--- config.mk ---
export PLATFORM = sky130hd
export DESIGN_NAME = mm_result_reducer
export DESIGN_NICKNAME = d
export VERILOG_FILES = /design/src/rtl/mm_result_reducer.sv
export SDC_FILE = /design/constraint.sdc
export NUM_CORES = 1
export LEC_CHECK = 0
export CAP_MARGIN = 20
export CORE_ASPECT_RATIO = 0.7
export CORE_MARGIN = 5
export CORE_UTILIZATION = 59
export CTS_CLUSTER_SIZE = 30
export DETAILED_ROUTE_END_ITERATION = 10
export PLACE_DENSITY = 0.89
export SYNTH_ARGS = -nofsm -noshare
export SYNTH_HDL_FRONTEND = slang
export SYNTH_SLANG_ARGS = --single-unit
--- constraint.sdc ---
create_clock -name clk1 -period 2.9 [get_ports clk1]
set_clock_uncertainty 0.15 [all_clocks]
set_input_delay 0.29 -clock clk1 [delete_from_list [all_inputs] [get_ports clk1]]
set_output_delay 0.29 -clock clk1 [all_outputs]
set_load 0.05 [all_outputs]
--- src/rtl/mm_result_reducer.sv ---
// Sums every GROUP consecutive products into one tagged result and buffers the results in a small FIFO.
// Optional feature: define SAT_EN to clamp stored sums to 2^IN_W-1 and flag the clamped entries.
module mm_result_reducer #(
    parameter int IN_W       = 8,
    parameter int GROUP      = 4,
    parameter int SUM_W      = 10,
    parameter int FIFO_DEPTH = 4
) (
    input  logic             clk1,
    input  logic             rst_n,
    input  logic             in_valid,
    input  logic [IN_W-1:0]  in_data,
    input  logic             in_clr,
    input  logic             out_ready,
    output logic             out_valid,
    output logic [SUM_W-1:0] out_sum,
    output logic [7:0]       out_idx,
    output logic             out_sat,
    output logic             overflow
);

    localparam int CW = $clog2(GROUP);
    localparam int AW = $clog2(FIFO_DEPTH);

    typedef enum logic {
        IDLE,
        ACC
    } state_t;

    state_t           state_q, state_d;
    logic [CW-1:0]    cnt_q, cnt_d;
    logic [SUM_W-1:0] acc_q, acc_d;
    logic [7:0]       idx_q, idx_d;
    logic [AW-1:0]    wr_ptr_q, wr_ptr_d;
    logic [AW-1:0]    rd_ptr_q, rd_ptr_d;
    logic [AW:0]      count_q, count_d;
    logic             out_valid_q, out_valid_d;
    logic [SUM_W-1:0] out_sum_q, out_sum_d;
    logic [7:0]       out_idx_q, out_idx_d;
    logic             overflow_q, overflow_d;

    logic [SUM_W-1:0] sum_mem [FIFO_DEPTH];
    logic [7:0]       idx_mem [FIFO_DEPTH];

    logic [SUM_W-1:0] sum_full;
    logic [SUM_W-1:0] store_sum;
    logic             group_done;
    logic             full;
    logic             pop;
    logic             push_ok;
    logic [AW:0]      remain;

`ifdef SAT_EN
    localparam logic [SUM_W-1:0] SAT_MAX = SUM_W'((1 << IN_W) - 1);
    logic store_sat;
    logic out_sat_q, out_sat_d;
    logic sat_mem [FIFO_DEPTH];
`endif

    assign sum_full = acc_q + SUM_W'(in_data);

`ifdef SAT_EN
    assign store_sat = (sum_full > SAT_MAX);
    assign store_sum = store_sat ? SAT_MAX : sum_full;
`else
    assign store_sum = sum_full;
`endif

    // NOTE: every output of a combinational block gets a default first so no path leaves it unassigned (no latch).
    always_comb begin
        state_d    = state_q;
        cnt_d      = cnt_q;
        acc_d      = acc_q;
        group_done = 1'b0;
        if (in_clr) begin
            state_d = IDLE;
            cnt_d   = '0;
            acc_d   = '0;
        end else if (in_valid) begin
            case (state_q)
                IDLE: begin
                    state_d = ACC;
                    cnt_d   = CW'(1);
                    acc_d   = sum_full;
                end
                ACC: begin
                    if (cnt_q == CW'(GROUP - 1)) begin
                        group_done = 1'b1;
                        state_d    = IDLE;
                        cnt_d      = '0;
                        acc_d      = '0;
                    end else begin
                        cnt_d = cnt_q + CW'(1);
                        acc_d = sum_full;
                    end
                end
                default: begin
                    state_d = IDLE;
                    cnt_d   = '0;
                    acc_d   = '0;
                end
            endcase
        end
    end

    // A pop frees a slot in the same cycle, so a full FIFO can still accept a push alongside it.
    always_comb begin
        full       = (count_q == (AW + 1)'(FIFO_DEPTH));
        pop        = (count_q != '0) && out_ready && !in_clr;
        push_ok    = group_done && (!full || pop);
        overflow_d = group_done && !push_ok;
        remain     = count_q - (AW + 1)'(pop);

        idx_d    = idx_q;
        wr_ptr_d = wr_ptr_q;
        rd_ptr_d = rd_ptr_q;
        count_d  = count_q;
        if (in_clr) begin
            idx_d    = '0;
            wr_ptr_d = '0;
            rd_ptr_d = '0;
            count_d  = '0;
        end else begin
            if (group_done) idx_d = idx_q + 8'd1;
            if (push_ok) wr_ptr_d = wr_ptr_q + AW'(1);
            if (pop) rd_ptr_d = rd_ptr_q + AW'(1);
            count_d = remain + (AW + 1)'(push_ok);
        end
        out_valid_d = (count_d != '0);

        out_sum_d = out_sum_q;
        out_idx_d = out_idx_q;
`ifdef SAT_EN
        out_sat_d = out_sat_q;
`endif
        if (!in_clr) begin
            if (remain != '0) begin
                out_sum_d = sum_mem[rd_ptr_d];
                out_idx_d = idx_mem[rd_ptr_d];
`ifdef SAT_EN
                out_sat_d = sat_mem[rd_ptr_d];
`endif
            end else if (push_ok) begin
                out_sum_d = store_sum;
                out_idx_d = idx_q;
`ifdef SAT_EN
                out_sat_d = store_sat;
`endif
            end
        end
    end

    // NOTE: sequential state uses non-blocking assignments so every flop samples pre-edge values.
    always_ff @(posedge clk1 or negedge rst_n) begin
        if (!rst_n) begin
            state_q     <= IDLE;
            cnt_q       <= '0;
            acc_q       <= '0;
            idx_q       <= '0;
            wr_ptr_q    <= '0;
            rd_ptr_q    <= '0;
            count_q     <= '0;
            out_valid_q <= 1'b0;
            out_sum_q   <= '0;
            out_idx_q   <= '0;
            overflow_q  <= 1'b0;
`ifdef SAT_EN
            out_sat_q   <= 1'b0;
`endif
        end else begin
            state_q     <= state_d;
            cnt_q       <= cnt_d;
            acc_q       <= acc_d;
            idx_q       <= idx_d;
            wr_ptr_q    <= wr_ptr_d;
            rd_ptr_q    <= rd_ptr_d;
            count_q     <= count_d;
            out_valid_q <= out_valid_d;
            out_sum_q   <= out_sum_d;
            out_idx_q   <= out_idx_d;
            overflow_q  <= overflow_d;
`ifdef SAT_EN
            out_sat_q   <= out_sat_d;
`endif
        end
    end

    // NOTE: the storage array has no reset; the pointers and count alone decide which entries are live.
    always_ff @(posedge clk1) begin
        if (push_ok) begin
            sum_mem[wr_ptr_q] <= store_sum;
            idx_mem[wr_ptr_q] <= idx_q;
`ifdef SAT_EN
            sat_mem[wr_ptr_q] <= store_sat;
`endif
        end
    end

    assign out_valid = out_valid_q;
    assign out_sum   = out_sum_q;
    assign out_idx   = out_idx_q;
    assign overflow  = overflow_q;
`ifdef SAT_EN
    assign out_sat   = out_sat_q;
`else
    assign out_sat   = 1'b0;
`endif

endmodule

# == Yosys cells after proc, flatten, opt, wreduce, memory -nomap -nowiden ==
# Memories as Yosys holds them, arrays and structs flattened.
# Cells that the tools add are included.
# word_totals
regBits,48
ram_bits,72
inputBits,13
output_inout_bits,21
word_cells,69
mem_count,2
# classes
addsub,7
eq_ne,2
n_mux,29
bitwise_logic,2
reduce_logical,16
# memory_table
name,depth,width,rd,rd_ports_with_merged_regs,wr,line_no,text
sum_mem,4,10,1,0,1,42,logic [SUM_W-1:0] sum_mem [FIFO_DEPTH];
idx_mem,4,8,1,0,1,43,logic [7:0] idx_mem [FIFO_DEPTH];
# op_table
cell,count
$mux W10,5
$mux W8,4
$pmux W10 S2,1
$mux W2,7
$add A10 B8 Y10,1
$mux W1,9
$reduce_bool A3 Y1,3
$add A8 B1 Y8 const B,1
$reduce_bool A2 Y1,4
$add A2 B1 Y2 const B,3
$logic_and A1 B1 Y1,4
$pmux W2 S2,1
$add A3 B1 Y3,1
$eq A3 B3 Y1 const B,1
$logic_not A1 Y1,3
$mux W3,1
$sub A3 B1 Y3,1
$eq A2 B2 Y1 const B,1
$not A1 Y1,2
$pmux W1 S2,1
$reduce_and A2 Y1,1
$logic_or A1 B1 Y1,1

# == Logic depth before layout (Yosys ltp) ==
# Gate-level depths: netlist (run 1).
# depth
ltp_word,9
mapped_depth,13

# == Worst setup path after synthesis (run 1) ==
# OpenSTA, ideal clock, no wires.
# synth_path
path_kind,input port to flip-flop
start,in in_clr
end,"reg out_sum_q[7], in the netlist out_sum[7]"
setup_ns,0.126
arrival_ns,2.711
required_ns,2.624
slack_ns,-0.087
cell_stages,12
n_path_buf,4
cell_sequence,clkbuf_1 -> clkbuf_1 -> buf_1 -> nor2_1 -> ha_1 -> ha_1 -> xnor2_1 -> nand3_1 -> o21ai_0 -> buf_2 -> nor2_1 -> a221o_1
# synth_via
elab_chain_len,6
# synth_rtl
item,line_no,text
from (decl),13,"input logic in_clr,"
$logic_not A1 Y1,-,
$logic_and A1 B1 Y1,109,pop = (count_q != '0) && out_ready && !in_clr;
"$sub A3 B1 Y3, or another cell as far along",112,remain = count_q - (AW + 1)'(pop);
"$reduce_bool A3 Y1, or another cell as far along",137,if (remain != '0) begin
$reduce_bool A2 Y1 (no source line) or $mem_v2 Z4 W10 (tied branches),-,
$reduce_and A2 Y1 (no source line) or $mux W10 (tied branches),-,
to (signal assigned),179,out_sum_q <= out_sum_d;
to (decl),38,"logic [SUM_W-1:0] out_sum_q, out_sum_d;"
# Parallel ways exist; a longest one is shown, timed or not.
# A chain may end at the register's enable or synchronous reset.

# == Worst setup path in the final report (run 1) ==
# layout_path
start,reg count_q[0]
end,"reg out_idx_q[6], in the netlist out_idx[6]"
# layout_via
elab_chain_len,7
# layout_rtl
item,line_no,text
from (decl),36,"logic [AW:0] count_q, count_d;"
from (signal assigned),177,count_q <= count_d;
$reduce_bool A3 Y1,109,
$logic_and A1 B1 Y1 (2 in series),109,
"$sub A3 B1 Y3, or another cell as far along",112,
"$reduce_bool A3 Y1, or another cell as far along",137,
$reduce_bool A2 Y1 (no source line) or $mem_v2 Z4 W8 (tied branches),-,
$reduce_and A2 Y1 (no source line) or $mux W8 (tied branches),-,
to (signal assigned),180,out_idx_q <= out_idx_d;
to (decl),39,"logic [7:0] out_idx_q, out_idx_d;"
# Parallel ways exist; a longest one is shown, timed or not.

==> report_table.html, run 1 <==
<table>
<tr><th>Metric</th><th>Value</th></tr>
<tr><th colspan="2">Finish</th></tr>
<tr><td>Number of fill cells</td><td>602</td></tr>
<tr><td>Commonest non-fill, non-tap cell in the layout</td><td>sky130_fd_sc_hd__edfxtp_1</td></tr>
<tr><td>Footprint of the multi-input gates</td><td>1960 µm²</td></tr>
<tr><td>Final Cell Area</td><td>6670 µm²</td></tr>
<tr><td>Antenna cells</td><td>0</td></tr>
<tr><td>Net total in the final layout</td><td>545</td></tr>
<tr><td>Commonest cells after routing, fill and taps aside</td><td>sky130_fd_sc_hd__edfxtp_1 (72), sky130_fd_sc_hd__dfrtp_1 (48), sky130_fd_sc_hd__a21oi_1 (47)</td></tr>
<tr><td>Area overhead of the layout relative to synthesis</td><td>21.7%</td></tr>
<tr><td>Area taken by flip-flops and latches</td><td>3360 µm²</td></tr>
<tr><td>Layout cell share with drive strength beyond 1</td><td>0.163</td></tr>
<tr><th colspan="2">Detailed routing</th></tr>
<tr><td>Via density per instance</td><td>6.21</td></tr>
<tr><td>Antenna-violating nets left</td><td>0</td></tr>
<tr><td>Final routed wire length divided by cell count</td><td>20.5 µm</td></tr>
<tr><td>Total number of vias</td><td>4034</td></tr>
<tr><td>Violation count after the first detailed-routing iteration</td><td>473</td></tr>
<tr><td>Final WL</td><td>13.3 mm</td></tr>
<tr><td>DRC errors left</td><td>0</td></tr>
<tr><td>Number of search-and-repair iterations in the first detailed-routing pass</td><td>5</td></tr>
<tr><th colspan="2">Timing</th></tr>
<tr><td>Count of pins over their slew limit</td><td>0</td></tr>
<tr><td>Setup repair after global routing missed its margin</td><td>no</td></tr>
<tr><td>Fin crit share</td><td>0.939</td></tr>
<tr><td>Count of final setup violators</td><td>0</td></tr>
<tr><td>Worst path setup slack after routing</td><td>0.177 ns</td></tr>
<tr><td>FMAX</td><td>367 MHz</td></tr>
<tr><td>Minimum period implied by the final worst setup slack</td><td>2.72 ns</td></tr>
<tr><td>Least-Margin Pin Slew</td><td>0.794 ns</td></tr>
<tr><td>Rel. slew slack</td><td>0.469</td></tr>
<tr><td>Number of failing hold endpoints at the final stage</td><td>0</td></tr>
<tr><th colspan="2">Floorplanning</th></tr>
<tr><td>Die Span Y</td><td>90.7 µm</td></tr>
<tr><td>Core area</td><td>9070 µm²</td></tr>
<tr><td>Die Wd</td><td>125 µm</td></tr>
<tr><td>Initial Utilization</td><td>0.605</td></tr>
<tr><td>Die ar.</td><td>11400 µm²</td></tr>
<tr><td>IO Count</td><td>34</td></tr>
<tr><td>FP Rows</td><td>29</td></tr>
<tr><th colspan="2">Setup path</th></tr>
<tr><td>Crit path arrival time</td><td>2.90 ns</td></tr>
<tr><td>Cells on worst reg2reg path</td><td>11</td></tr>
<tr><td>Reg2reg setup slack</td><td>0.18 ns</td></tr>
<tr><td>CP Capture Type</td><td>flip-flop</td></tr>
<tr><td>Critical path's slowest cell</td><td>sky130_fd_sc_hd__dfrtp_1</td></tr>
<tr><td>Critical-path maximum fanout</td><td>22</td></tr>
<tr><td>Data required, critical path</td><td>3.08 ns</td></tr>
<tr><td>Critical Path Source Type</td><td>flip-flop</td></tr>
<tr><td>End of the worst register-to-register path</td><td>out_idx[6]$_DFFE_PN0P_</td></tr>
<tr><td>Crit Path Class</td><td>flip-flop to flip-flop</td></tr>
<tr><td>Launch instance of the worst register-to-register path</td><td>count_q[0]$_DFF_PN0_</td></tr>
<tr><td>Longest individual stage delay on the worst path</td><td>0.40 ns</td></tr>
<tr><td>List of cells traversed by the critical path</td><td>o31ai_4 &gt; nor2_1 &gt; ha_1 &gt; ha_1 &gt; xnor2_1 &gt; nand3_1 &gt; buf_4 &gt; o21ai_1 &gt; buf_4 &gt; a21oi_1 &gt; a21oi_1</td></tr>
<tr><th colspan="2">Synthesis</th></tr>
<tr><td>Leading register cell type out of synthesis</td><td>sky130_fd_sc_hd__edfxtp_1</td></tr>
<tr><td>Post-synthesis sequential area ratio</td><td>0.613</td></tr>
<tr><td>Synthesis warning total</td><td>0</td></tr>
<tr><td>Netlist Area Pre-Place</td><td>5480 µm²</td></tr>
<tr><td>Mean cell area of the mapped netlist</td><td>12.2 µm²</td></tr>
<tr><td>Number of synthesized flops with an enable pin</td><td>72</td></tr>
<tr><td>Synthesized flop and latch total</td><td>120</td></tr>
<tr><td>Library cells used by synthesis</td><td>51</td></tr>
<tr><td>Post-synthesis async set-or-reset flop share</td><td>0.400</td></tr>
<tr><td>Cell count after synthesis</td><td>451</td></tr>
<tr><td>Synth Net Count</td><td>483</td></tr>
<tr><th colspan="2">Global routing</th></tr>
<tr><td>Maximum number of pins on one net before global-route repair</td><td>41</td></tr>
<tr><td>Global Route Usage Sum</td><td>0.241</td></tr>
<tr><td>Wire length of the first global-routing pass</td><td>21.1 mm</td></tr>
<tr><td>Vias in the first global route</td><td>4030</td></tr>
<tr><td>Number of antenna violations at the first check in global routing</td><td>0</td></tr>
<tr><td>GRT overflow</td><td>0</td></tr>
<tr><th colspan="2">Placed design</th></tr>
<tr><td>Final GP Congestion</td><td>0.815</td></tr>
<tr><td>Placed wire-length estimate</td><td>8.59 mm</td></tr>
<tr><td>Number of buffer cells added on primary ports</td><td>32</td></tr>
<tr><td>Post-placement cell area</td><td>6120 µm²</td></tr>
<tr><td>Setup slack at placement</td><td>-0.0683 ns</td></tr>
<tr><th colspan="2">Power and ir drop</th></tr>
<tr><td>Total power of the final layout</td><td>5.10 mW</td></tr>
<tr><td>Worst-case vdd ir drop</td><td>0.793 mV</td></tr>
<tr><td>Static power due to leakage</td><td>2.68 nW</td></tr>
<tr><td>Areal power density over the cells</td><td>765 nW/µm²</td></tr>
<tr><th colspan="2">Clock network</th></tr>
<tr><td>Setup repair bufs after CTS</td><td>0</td></tr>
<tr><td>H-tree levels</td><td>4</td></tr>
<tr><td>TritonCTS clock tree</td><td>done</td></tr>
<tr><td>Sinks on the clock net</td><td>120</td></tr>
<tr><td>Number of CTS-inserted buffers</td><td>17</td></tr>
<tr><td>Buffer cell driving the clock tree root</td><td>sky130_fd_sc_hd__clkbuf_16</td></tr>
<tr><td>Longest Clk Path Bufs</td><td>2</td></tr>
<tr><td>Worst-skew pair later-pin latency</td><td>0.42 ns</td></tr>
<tr><td>Worst-path clk slew</td><td>0.05 ns</td></tr>
<tr><th colspan="2">Run</th></tr>
<tr><td>Max Cap Viol</td><td>0</td></tr>
<tr><th colspan="2">Min path</th></tr>
<tr><td>Path type of the worst min-delay path</td><td>input pin to async pin</td></tr>
<tr><th colspan="2">Status</th></tr>
<tr><td>Outcome</td><td>finished, final reports clean</td></tr>
</table>
==> kinds of logic after synthesis <==
kind of cell | Yosys count | synth area share
buffers and inverters | 40 | 0.0301
xor gates and xnor gates | 19 | 0.0338
AOI/OAI and AO/OA | 120 | 0.139
muxes | 17 | 0.0363
DFF | 120 | 0.613
other | 1 | 0.000684
adders and majority gates | 19 | 0.0447
and+or+nand+nor | 115 | 0.102
==> cell type report <==
| type | count | area share |
|---|---|---|
| Clock buffer | 20 | 0.0685 |
| Clock inverter | 12 | 0.0118 |
| Inverter | 15 | 0.00844 |
| Multi-Input combinational cell | 291 | 0.294 |
| Sequential cell | 120 | 0.504 |
| Tap cell | 124 | 0.0233 |
| Timing Repair Buffer | 68 | 0.0900 |
==> critical path, delay by kind of cell, from the launching register on <==
| kind | cells | cell delay (ns) |
|---|---|---|
| simple gates | 2 | 0.20 |
| compound gates | 4 | 0.80 |
| xor+xnor | 1 | 0.21 |
| buf+inv | 2 | 0.47 |
| fa+ha+maj | 2 | 0.39 |
| flops | 1 | 0.40 |
==> worst max path at each step <==
| stage | start | to | slack, ns | cells past startpoint |
|---|---|---|---|---|
| floorplan | in_clr | out_sum[7]$_DFFE_PN0P_ | 0.09 | 12 |
| global placement | in_data[0] | out_sum[8]$_DFFE_PN0P_ | 0.09 | 10 |
| detailed placement | in_data[0] | out_sum[8]$_DFFE_PN0P_ | -0.07 | 10 |
| CTS | count_q[0]$_DFF_PN0_ | out_idx[6]$_DFFE_PN0P_ | 0.11 | 11 |
| global route | count_q[0]$_DFF_PN0_ | out_idx[6]$_DFFE_PN0P_ | 0.05 | 11 |
| finish | count_q[0]$_DFF_PN0_ | out_idx[6]$_DFFE_PN0P_ | 0.18 | 11 |
==> where the power goes <==
part / internal, mW / switching (mW) / total (mW)
sequential: 1.99 / 0.0972 / 2.09
clock: 1.12 / 0.745 / 1.87
combinational: 0.383 / 0.763 / 1.15
==> stage by stage <==
| stage | instances | setup TNS (ns) | hold WS (ns) | util |
|---|---|---|---|---|
| 5_1_grt | 650 | 0 | 0.273 | 0.735 |
| 2_1_floorplan | 451 | 0 | -0.156 | - |
| 3_5_place_dp | 617 | -0.130 | 0.150 | 0.675 |
| 6_report | 650 | 0 | 0.239 | 0.735 |
| 4_1_cts | 650 | 0 | 0.235 | 0.735 |
| 3_3_place_gp | 617 | 0 | 0.145 | 0.675 |
==> repair_timing <==
action | in CTS | in global routing
endpoints found under the setup margin | 0 | 5
resized for setup | 0 | 1
endpoints found under the hold margin | 22 | 0
hold buffers | 1 | 0
==> synthesized netlist by cell type, types with 3 or more instances <==
library cell / n / share of area
sky130_fd_sc_hd__a211o_1: 4 / 0.0064
sky130_fd_sc_hd__a21oi_1: 47 / 0.043
sky130_fd_sc_hd__a22o_1: 8 / 0.013
sky130_fd_sc_hd__a31oi_1: 4 / 0.0046
sky130_fd_sc_hd__and2_1: 4 / 0.0046
sky130_fd_sc_hd__and3_1: 9 / 0.010
sky130_fd_sc_hd__buf_2: 3 / 0.0027
sky130_fd_sc_hd__buf_4: 3 / 0.0041
sky130_fd_sc_hd__clkbuf_1: 17 / 0.012
sky130_fd_sc_hd__dfrtp_1: 48 / 0.22
sky130_fd_sc_hd__edfxtp_1: 72 / 0.39
sky130_fd_sc_hd__ha_1: 18 / 0.041
sky130_fd_sc_hd__inv_1: 15 / 0.010
sky130_fd_sc_hd__mux2_2: 13 / 0.027
sky130_fd_sc_hd__mux2i_1: 3 / 0.0055
sky130_fd_sc_hd__nand2_1: 14 / 0.0096
sky130_fd_sc_hd__nand3_1: 12 / 0.011
sky130_fd_sc_hd__nor2_1: 43 / 0.029
sky130_fd_sc_hd__nor2b_1: 4 / 0.0046
sky130_fd_sc_hd__nor3_1: 17 / 0.016
sky130_fd_sc_hd__nor3b_1: 3 / 0.0041
sky130_fd_sc_hd__o211ai_1: 13 / 0.018
sky130_fd_sc_hd__o21ai_0: 24 / 0.022
sky130_fd_sc_hd__or3_1: 3 / 0.0034
sky130_fd_sc_hd__xnor2_1: 11 / 0.018
sky130_fd_sc_hd__xor2_1: 7 / 0.011
==> registers in the layout, summed over array words and instances (netlist names) <==
name,cells
cnt_q,2
out_sum,10
overflow,1
state_q,1
rd_ptr_q,2
sum_mem,40
wr_ptr_q,2
idx_q,8
acc_q,10
out_idx,8
count_q,3
out_valid,1
idx_mem,32
==> layer usage <==
| metal | GRT usage | share of wire |
|---|---|---|
| met2 | 0.386 | 0.48 |
| met5 | 0 | 0 |
| met4 | 0.0632 | 0.020 |
| met1 | 0.314 | 0.42 |
| met3 | 0.0898 | 0.081 |
(Power assumes the default switching activity.)
==> inputs of run 2 (changes only) <==
--- a/constraint.sdc
+++ b/constraint.sdc
@@ -4,2 +4,2 @@
 set_output_delay 0.29 -clock clk1 [all_outputs]
-set_load 0.05 [all_outputs]
+set_load 0.005 [all_outputs]
==> results of run 2 <==
Same layout as run 1 (identical final DEF). Status: finished, final reports clean.
Among the figures that moved: total power 5.10 mW -> 4.66 mW; worst IR drop on VDD 0.793 mV -> 0.749 mV
